`config.mk`:
```
export PLATFORM = sky130hd
export DESIGN_NAME = shiftreg_serialin_rx
export DESIGN_NICKNAME = d
export VERILOG_FILES = /design/src/rtl/shiftreg_pkg.sv /design/src/rtl/shiftreg_serialin_rx.sv
export SDC_FILE = /design/constraint.sdc
export NUM_CORES = 1
export LEC_CHECK = 0
export ABC_AREA = 1
export BUFFER_PORTS_ARGS = -buffer_cell sky130_fd_sc_hd__buf_4
export CORE_MARGIN = 1
export CORE_UTILIZATION = 54
export DETAILED_ROUTE_END_ITERATION = 8
export PLACE_DENSITY = 0.76
export SETUP_SLACK_MARGIN = 0.5
export SKIP_LAST_GASP = 1
export SYNTH_ARGS = -nofsm -noshare
export SYNTH_HDL_FRONTEND = slang
export SYNTH_SLANG_ARGS = --single-unit
export TNS_END_PERCENT = 30
```
`constraint.sdc`:
```
create_clock -name clk -period 1.9 [get_ports clk]
set_clock_uncertainty 0.2 [all_clocks]
set_input_delay 0.19 -clock clk [delete_from_list [all_inputs] [get_ports clk]]
set_output_delay 0.19 -clock clk [all_outputs]
set_load 0.01 [all_outputs]
```
`src/rtl/shiftreg_pkg.sv`:
```
// Shared constants for the shift-register serial receiver and transmitter.
package shiftreg_pkg;

  typedef enum logic [1:0] {
    IDLE = 2'd0,
    DATA = 2'd1,
    STOP = 2'd2
  } state_e;

  localparam logic IDLE_LEVEL = 1'b1;

  localparam int   TX_DEFAULT_N   = 9;
  localparam logic TX_START_LEVEL = 1'b0;
  localparam logic TX_STOP_LEVEL  = 1'b1;

endpackage

```
`src/rtl/shiftreg_serialin_rx.sv`:
```
// Serial-in frame receiver: start bit, N-1 data bits MSB first, optional stop bit,
// with a single-entry valid/ready holding register and sticky overrun flag.
module shiftreg_serialin_rx
  import shiftreg_pkg::*;
#(
  parameter int N          = 9,
  parameter int STOP_CHECK = 1
) (
  input  logic         clk,
  input  logic         reset,
  input  logic         sin,
  output logic [N-2:0] dout,
  output logic         dout_valid,
  input  logic         dout_ready,
  output logic         busy,
  output logic         frame_err,
  output logic         overrun
);

  localparam int CW = $clog2(N);

  state_e         state_q, state_d;
  logic [CW-1:0]  cnt_q, cnt_d;
  logic [N-2:0]   shreg_q, shreg_d;
  logic [N-2:0]   dout_q;
  logic           valid_q;
  logic           busy_q;
  logic           ferr_q, ferr_d;
  logic           ovr_q;
  logic           complete;

  always_comb begin
    state_d  = state_q;
    cnt_d    = cnt_q;
    shreg_d  = shreg_q;
    ferr_d   = 1'b0;
    complete = 1'b0;
    case (state_q)
      IDLE: begin
        if (sin != IDLE_LEVEL) begin
          state_d = DATA;
          cnt_d   = '0;
        end
      end
      DATA: begin
        shreg_d = {shreg_q[N-3:0], sin};
        if (cnt_q == CW'(N-2)) begin
          if (STOP_CHECK != 0) begin
            state_d = STOP;
          end else begin
            state_d  = IDLE;
            complete = 1'b1;
          end
        end else begin
          cnt_d = cnt_q + CW'(1);
        end
      end
      STOP: begin
        state_d = IDLE;
        if (sin == IDLE_LEVEL) complete = 1'b1;
        else                   ferr_d   = 1'b1;
      end
      default: state_d = IDLE;
    endcase
  end

  always_ff @(posedge clk or posedge reset) begin
    if (reset) begin
      state_q <= IDLE;
      cnt_q   <= '0;
      shreg_q <= '0;
      dout_q  <= '0;
      valid_q <= 1'b0;
      busy_q  <= 1'b0;
      ferr_q  <= 1'b0;
      ovr_q   <= 1'b0;
    end else begin
      state_q <= state_d;
      cnt_q   <= cnt_d;
      shreg_q <= shreg_d;
      ferr_q  <= ferr_d;
      // Covers both old and new state so busy stays high across back-to-back frames.
      busy_q  <= (state_q != IDLE) || (state_d != IDLE);
      if (complete) begin
        if (!valid_q || dout_ready) begin
          dout_q  <= shreg_d;
          valid_q <= 1'b1;
        end else begin
          ovr_q <= 1'b1;
        end
      end else if (valid_q && dout_ready) begin
        valid_q <= 1'b0;
      end
    end
  end

  assign dout       = dout_q;
  assign dout_valid = valid_q;
  assign busy       = busy_q;
  assign frame_err  = ferr_q;
  assign overrun    = ovr_q;

endmodule

```
Word-level counts from Yosys, hierarchy flattened
Index checks and enable logic that the tools add are counted.
{"block": "classes", "addsub": 1, "multipliers": 0, "n_div": 0, "n_lt_le_gt_ge": 0, "eq_ne": 6, "n_shift": 0, "muxes": 14, "bitwise_logic": 1, "n_reduce_logical": 13}
{"cell": "$mux 4", "count": 2}
{"cell": "$mux 8", "count": 1}
{"cell": "$pmux 4 s2", "count": 1}
{"cell": "$reduce_bool 2->1", "count": 4}
{"cell": "$mux 1", "count": 7}
{"cell": "$reduce_and 2->1", "count": 3}
{"cell": "$add 4x1->4 const B", "count": 1}
{"cell": "$eq 4x3->1 const B", "count": 1}
{"cell": "$mux 2", "count": 2}
{"cell": "$ne 2x2->1 const B", "count": 2}
{"cell": "$pmux 2 s2", "count": 1}
{"cell": "$reduce_and 3->1", "count": 1}
{"cell": "$eq 2x1->1 const B", "count": 1}
{"cell": "$eq 2x2->1 const B", "count": 1}
{"cell": "$logic_not 2->1", "count": 1}
{"cell": "$logic_or 1x1->1", "count": 2}
{"cell": "$ne 2x1->1 const B", "count": 1}
{"cell": "$logic_and 1x1->1", "count": 1}
{"cell": "$logic_not 1->1", "count": 1}
{"cell": "$not 1->1", "count": 1}
{"block": "word_totals", "register_bits": 26, "latchBits": 0, "mem_bits_rw": 0, "romBits": 0, "elab_cells": 43, "memories": 0}

Longest topological paths before layout
Gate-level depths: netlist (run 1).
{"block": "logic_depth", "word_depth": 5, "ltp_mapped": 6}

Least setup slack after synthesis (run 1)
No wires, ideal clock.
{"block": "synth_path", "kind": "reg2reg", "startpoint": "register cnt_q[0]", "endpoint": "register cnt_q[2]", "setup_time_ps": 118, "arrival_ps": 982, "required_time_ps": 1582, "path_slack_ps": 600, "stages_incl_launch_ff": 5, "n_path_buf": 0, "period_less_slack_ps": 1300, "path_cell_list": "dfrtp_1 > ha_1 > or2_2 > nand3_1 > nand2_1"}
{"block": "synth_between", "elab_chain_cells": 3, "elab_cells_between_ends": 6}
{"item": "start, declared", "line_no": "shiftreg_serialin_rx.sv:23", "source": "logic [CW-1:0] cnt_q, cnt_d;"}
{"item": "start signal, assigned", "line_no": "shiftreg_serialin_rx.sv:79", "source": "cnt_q <= cnt_d;"}
{"item": "$add 4x1->4 or $eq 4x3->1 (tied branches)", "line_no": "shiftreg_serialin_rx.sv:55, shiftreg_serialin_rx.sv:47"}
{"item": "$mux 4 or $ne 2x2->1 (tied branches)"}
{"item": "$pmux 4 s2 or $reduce_and 3->1 (tied branches)"}
Several ways; a longest one is shown, not always the timed one. The select of a mux whose other input is x is not followed.
A chain may end at the register's enable or synchronous reset.

Worst setup path in the final report (run 1)
{"block": "layout_path", "startpoint": "register state_q[0]", "endpoint": "register dout_q[6] (netlist: dout[6])"}
{"block": "layout_between", "elab_chain_cells": 3, "elab_cells_between_ends": 5}
{"item": "start, declared", "line_no": "shiftreg_serialin_rx.sv:22", "source": "state_e state_q, state_d;"}
{"item": "start signal, assigned", "line_no": "shiftreg_serialin_rx.sv:78", "source": "state_q <= state_d;"}
{"item": "$eq 2x2->1", "line_no": "shiftreg_serialin_rx.sv:38", "source": "case (state_q)"}
{"item": "$mux 1"}
{"item": "$reduce_and 2->1 (no source line)"}
{"item": "end signal, assigned", "line_no": "shiftreg_serialin_rx.sv:86", "source": "dout_q <= shreg_d;"}
{"item": "end, declared", "line_no": "shiftreg_serialin_rx.sv:25", "source": "logic [N-2:0] dout_q;"}
Several ways; a longest one is shown, not always the timed one.

==> flow_summary.json, run 1 <==
{
  "die-height_microns": 46.4,
  "grt.met3_usage_pct": 2.35,
  "cts-root-to-sink-buffers": 2,
  "crit_type": "reg -> reg",
  "grt-busiest-layer": "met2",
  "synth_area_leaders": "dfrtp_1, nand2_1, nand3_1, inv_1, nor2_4",
  "crit_path_max_incr_delay_ns": 0.46,
  "grtUsageTotal_pct": 21.8,
  "yosysWarnings": 0,
  "setup_slack_ns": 0.558,
  "worstPathRequired_ns": 1.91,
  "final_area_sq_um": 1330,
  "cts.sinks": 26,
  "maxCapViolations": 0,
  "wl_per_cell_microns": 12.2,
  "ys_seq_area_share_pct": 61.2,
  "tns_ns": 0,
  "total_leakage_power_nw": 0.721,
  "gp_congestion": 0.790,
  "layout.cells.non_filler": 168,
  "globalRoute.totalOverflow": 0,
  "cp-startpoint": "state_q[0]$_DFF_PP0_",
  "r2r_cells": 5,
  "dp_worst_setup_slack_ns": 0.506,
  "drt_iter0_drc": 22,
  "synth_cells": 119,
  "critPathSlowestCell": "dfrtp_2",
  "synth_top_cell_area_share_pct": 61.2,
  "port_buffers": 15,
  "yosysUniqueCellTypes": 14,
  "dieArea_sq_um": 2150,
  "min_path_type": "in -> reg",
  "maxSlewHeadroom_pct": 78.6,
  "clock.fmax_mhz": 745,
  "hold_viol": 0,
  "cp_top_family": "flip-flops",
  "fin_nets": 150,
  "cts_made_buffers": 3,
  "synth.net_count": 124,
  "core_area_sq_um": 1780,
  "htree_levels": 1,
  "wirelength_mm": 2.05,
  "initial_core_util_pct": 59.6,
  "post-route-util_pct": 74.3,
  "drcViolationCount": 0,
  "avgViaCountPerCell": 5.08,
  "die_w_microns": 46.4,
  "grt.met2_usage_pct": 37.8,
  "drt_first_pass_iters": 4,
  "rsz0062_at_grt": "true",
  "cp.buffers_inverters": 1,
  "clockRootBuffer": "clkbuf_4",
  "startpoint_type": "flop",
  "drive_gt1_share_pct": 27.3,
  "arrival_ns": 1.35,
  "fin_crit_ns": 1.34,
  "met1_usage_pct": 27.5,
  "placementRows": 15,
  "yosysTopAreaCell": "dfrtp_1",
  "fillCellCount": 135,
  "worst_slew_pin_slew_ns": 0.320,
  "crit_top_cell": "nand2_1",
  "cp_max_fo": 8,
  "clk_pin_slew_worst_paths_ns": 0.13,
  "slew_viol_final": 0,
  "area_growth_pct": 24.7,
  "end_kind": "flop",
  "status": "finished, final reports clean",
  "post-route-period-util_pct": 70.6,
  "cts_tree": "done",
  "antenna_found_initial": 0,
  "clock_latency_ns": 0.30,
  "finalSetupViolCount": 0,
  "grt_pass1_wl_mm": 3.28,
  "r2r_slack_ns": 0.56,
  "n_antenna_cell": 0,
  "dpl_cell_area_sq_um": 1210,
  "grt_pass1_vias": 773,
  "path_cells": "buf_4, nor2_2, nand3_4, nand2_1, nand2_1",
  "reg2reg_to": "dout[6]$_DFFE_PP0P_",
  "placed_cells": 160,
  "worstSetupPathDepth": 5,
  "dp_hpwl_mm": 1.38,
  "syn_area_per_cell_sq_um": 8.93,
  "r2r_start": "state_q[0]$_DFF_PP0_",
  "vdd_ir_drop_max_mv": 1.01,
  "endpoint": "dout[6]$_DFFE_PP0P_",
  "p_per_area_nw_per_um2": 1490,
  "drtAntennaViolNets": 0,
  "synth_area_sq_um": 1060,
  "num_io_pins": 16,
  "vias": 854,
  "ys_seq_elements": 26,
  "grt_max_degree": 27
}
worst min-delay path, cell delays in order:
cell     delay [ns]
buf_4          0.07
inv_1          0.03
nand2_1        0.14
nand2_1        0.08
metal layers:
| metal | vias up | routed length [microns] |
|---|---|---|
| li1 | 418 | - |
| met1 | 415 | 860 |
| met2 | 15 | 1090 |
| met3 | 6 | 54 |
| met4 | 0 | 50 |
| met5 | - | 0 |
cell usage in the layout, fill, tap and decap left out:
master,count
o21bai_1,1
buf_6,1
or2_2,1
nand3_2,2
dfrtp_1,24
nand2_4,1
nor3_1,1
nor2_1,2
nand2_1,59
inv_1,7
dfrtp_2,2
buf_4,18
nand3_1,6
nand3_4,1
ha_4,1
nand2_2,4
nor2_2,1
inv_2,2
dlygate4sd3_1,2
nor2_4,2
nand4_1,2
clkbuf_4,3
report_power, final:
group          switching [mW]  internal, mW
registers               0.155         0.770
clock network           0.148        0.0740
logic                   0.466         0.363
logic make-up after synthesis:
kind of cell	synth area share, %
buf+inv	3.18
fa+ha+maj	1.18
simple gates	33.7
flops	61.2
compound gates	0.707
final cells by class:
class | count | area [sq um] | area share, %
Multi-Input combinational cell | 84 | 418 | 31.5
Clock buffer | 3 | 22.5 | 1.70
Inverter | 9 | 33.8 | 2.55
Tap cell | 25 | 31.3 | 2.36
Timing Repair Buffer | 21 | 166 | 12.6
Sequential cell | 26 | 653 | 49.3
Yosys cell counts, drive strengths merged:
library cell and instances:
dfrtp 26, ha 1, inv 9, nand2 64, nand3 9, nand4 2, nor2 5, nor3 1
o21bai 1, or2 1
state kept, by name, summed over array words and instances, names as in the netlist:
register    flops
cnt_q           4
dout_valid      1
frame_err       1
state_q         2
dout            8
busy            1
shreg_q         8
overrun         1
timing repair:
action                     4_1_cts  5_1_grt
buffers inserted                 1        2
setup endpoints to repair        6       13
resized for setup                1       11
hold buffers                     2        0
pin swaps                        0        3
hold endpoints to repair        29        0
worst min path at each step:
stage	slack, ns	cells after the start	from	endpoint
2_1_floorplan	0.03	1	reset	busy$_DFF_PP0_
5_1_grt	0.07	4	dout_ready	overrun$_DFFE_PP0P_
3_5_place_dp	0.08	3	reset	cnt_q[3]$_DFFE_PP0P_
6_report	0.04	4	dout_ready	dout_valid$_DFFE_PP0P_
4_1_cts	0.01	4	dout_ready	dout_valid$_DFFE_PP0P_
3_3_place_gp	0.06	3	reset	cnt_q[0]$_DFFE_PP0P_
through the flow:
step	hold slack, ns	power (mW)
finish	0.0447	1.98
floorplan	0.0300	1.39
global route	0.0735	2.13
CTS	0.0103	1.90
global placement	0.0644	1.62
detailed placement	0.0763	1.66
Power figures use the tool's default switching activity.
==> run 2: changes to the inputs <==
- clock period: 1.9 -> 1.25 ns (I/O delays scaled with it)
==> run 2 against run 1 <==
Against the previous run: clock power up 50%; critical path depth down 1; combinational power up 97%; routed wire length up 6.3%; critical endpoint is now cnt_q[3]$_DFFE_PP0P_; die area unchanged; utilization up 6.9 points; count of clock-buffer cells in the layout unchanged; sequential cell count unchanged; maximum frequency up 2.7%; final area up 9.3%; the run now ends with hold timing, setup timing left.
==> flow_summary.json, run 2 (synthesized netlist as in run 1, its figures left out) <==
{
  "post-route-period-util_pct": 105,
  "vdd_ir_drop_max_mv": 1.61,
  "worstPathRequired_ns": 1.26,
  "layout.cells.non_filler": 174,
  "setup_slack_ns": -0.0566,
  "hold_viol": 32,
  "worst_slew_pin_slew_ns": 0.313,
  "rsz0062_at_grt": "true",
  "initial_core_util_pct": 59.6,
  "die_w_microns": 46.4,
  "startpoint_type": "flop",
  "drt_iter0_drc": 10,
  "drt_first_pass_iters": 4,
  "crit_path_max_incr_delay_ns": 0.47,
  "status": "finished with violations",
  "num_io_pins": 16,
  "final_common_cell": "nand2_1",
  "grt_pass1_vias": 791,
  "placementRows": 15,
  "maxCapViolations": 0,
  "fin_crit_ns": 1.31,
  "hold_slack_ns": -0.354,
  "maxSlewHeadroom_pct": 79.1,
  "vias": 886,
  "wirelength_mm": 2.18,
  "cts_made_buffers": 3,
  "cts.sinks": 26,
  "clock.fmax_mhz": 765,
  "layout_common_cells": "nand2_1, dfrtp_1, buf_4",
  "slew_viol_final": 0,
  "total_leakage_power_nw": 0.761,
  "n_antenna_cell": 0,
  "min_path_type": "in -> async",
  "cts_tree": "done",
  "area_growth_pct": 36.4,
  "globalRoute.totalOverflow": 0,
  "gp_congestion": 0.755,
  "cp_top_family": "simple AND/OR/NAND/NOR gates",
  "dieArea_sq_um": 2150,
  "placed_cells": 167,
  "drive_gt1_share_pct": 40.9,
  "fin_nets": 156,
  "dp_worst_setup_slack_ns": -0.103,
  "grt_max_degree": 27,
  "grt_pass1_wl_mm": 3.24,
  "port_buffers": 15,
  "drcViolationCount": 0,
  "crit_type": "reg -> reg",
  "clk_pin_slew_worst_paths_ns": 0.12,
  "die-height_microns": 46.4,
  "end_kind": "flop",
  "clockRootBuffer": "clkbuf_4",
  "core_area_sq_um": 1780,
  "grtUsageTotal_pct": 22.1,
  "critPathSlowestCell": "dfrtp_2",
  "cts-root-to-sink-buffers": 2,
  "clock_latency_ns": 0.31,
  "drtAntennaViolNets": 0,
  "arrival_ns": 1.32,
  "cp.buffers_inverters": 0,
  "avgViaCountPerCell": 5.09,
  "htree_levels": 1,
  "finalSetupViolCount": 10,
  "p_per_area_nw_per_um2": 2340,
  "antenna_found_initial": 0,
  "path_cells": "nor2_1, nand2_2, nand3_2, nand2_1",
  "cp_max_fo": 5,
  "violations": "hold timing, setup timing",
  "wl_per_cell_microns": 12.5,
  "dp_hpwl_mm": 1.46
}
==> run 2: what timing repair did <==
action                                  in CTS  in global routing
gates cloned                                 0                  0
gates resized for setup                     17                 11
pin swaps                                   12                  5
endpoints found under the hold margin       32                 31
buffers inserted                             3                  1
endpoints found under the setup margin      38                 38
==> run 2: worst reg2reg max path: cells and delay by family (launching register included) <==
family | cells | cell delay [ns]
flops | 1 | 0.47
simple gates | 4 | 0.54
==> run 2: final timing paths <==
| path | startpoint | endpoint | slack [ns] | depth (start not counted) |
|---|---|---|---|---|
| max | state_q[0]$_DFF_PP0_ | cnt_q[3]$_DFFE_PP0P_ | -0.06 | 4 |
| min | reset | cnt_q[2]$_DFFE_PP0P_ | -0.35 | 3 |
| min reg2reg | overrun$_DFFE_PP0P_ | overrun$_DFFE_PP0P_ | 0.30 | 1 |
| max in group asynchronous | reset | state_q[1]$_DFF_PP0_ | 0.95 | 3 |
| max reg2reg | state_q[0]$_DFF_PP0_ | cnt_q[3]$_DFFE_PP0P_ | -0.06 | 4 |
| min in group clk | sin | busy$_DFF_PP0_ | -0.15 | 2 |
==> run 2: routing by layer <==
metal / vias to the layer above / global-route usage, % / wire length (microns) / part of all wire, %
met5: - / 0 / 0 / 0
met4: 0 / 10.6 / 31 / 1.4
met3: 4 / 2.35 / 42 / 1.9
met2: 17 / 41.4 / 1210 / 56
met1: 432 / 24.1 / 893 / 41
li1: 433 / - / - / -
==> run 2: power by group <==
part	switching, mW	internal, mW	total (mW)	leakage, nW
Combinational	0.856	0.778	1.63	0.419
Clock	0.220	0.113	0.332	0.0138
Sequential	0.255	1.17	1.43	0.328
Total	1.33	2.06	3.39	0.761
==> run 2: layout make-up <==
class,instances,area [sq um]
inverters,9,36.3
clock buffers,3,22.5
well taps,25,31.3
repair buffers,27,214
fillers,114,334
multi-input cells,84,492
flip-flops and latches,26,653
==> run 2: metrics by stage <==
stage	area [sq um]	setup TNS, ns	total power, mW	util (%)
2_1_floorplan	1080	0	2.15	-
3_3_place_gp	1290	-0.423	2.65	72.1
3_5_place_dp	1290	-0.800	2.71	72.1
4_1_cts	1390	-0.0723	3.21	78.1
5_1_grt	1450	-0.994	3.61	81.3
6_report	1450	-0.297	3.39	81.3
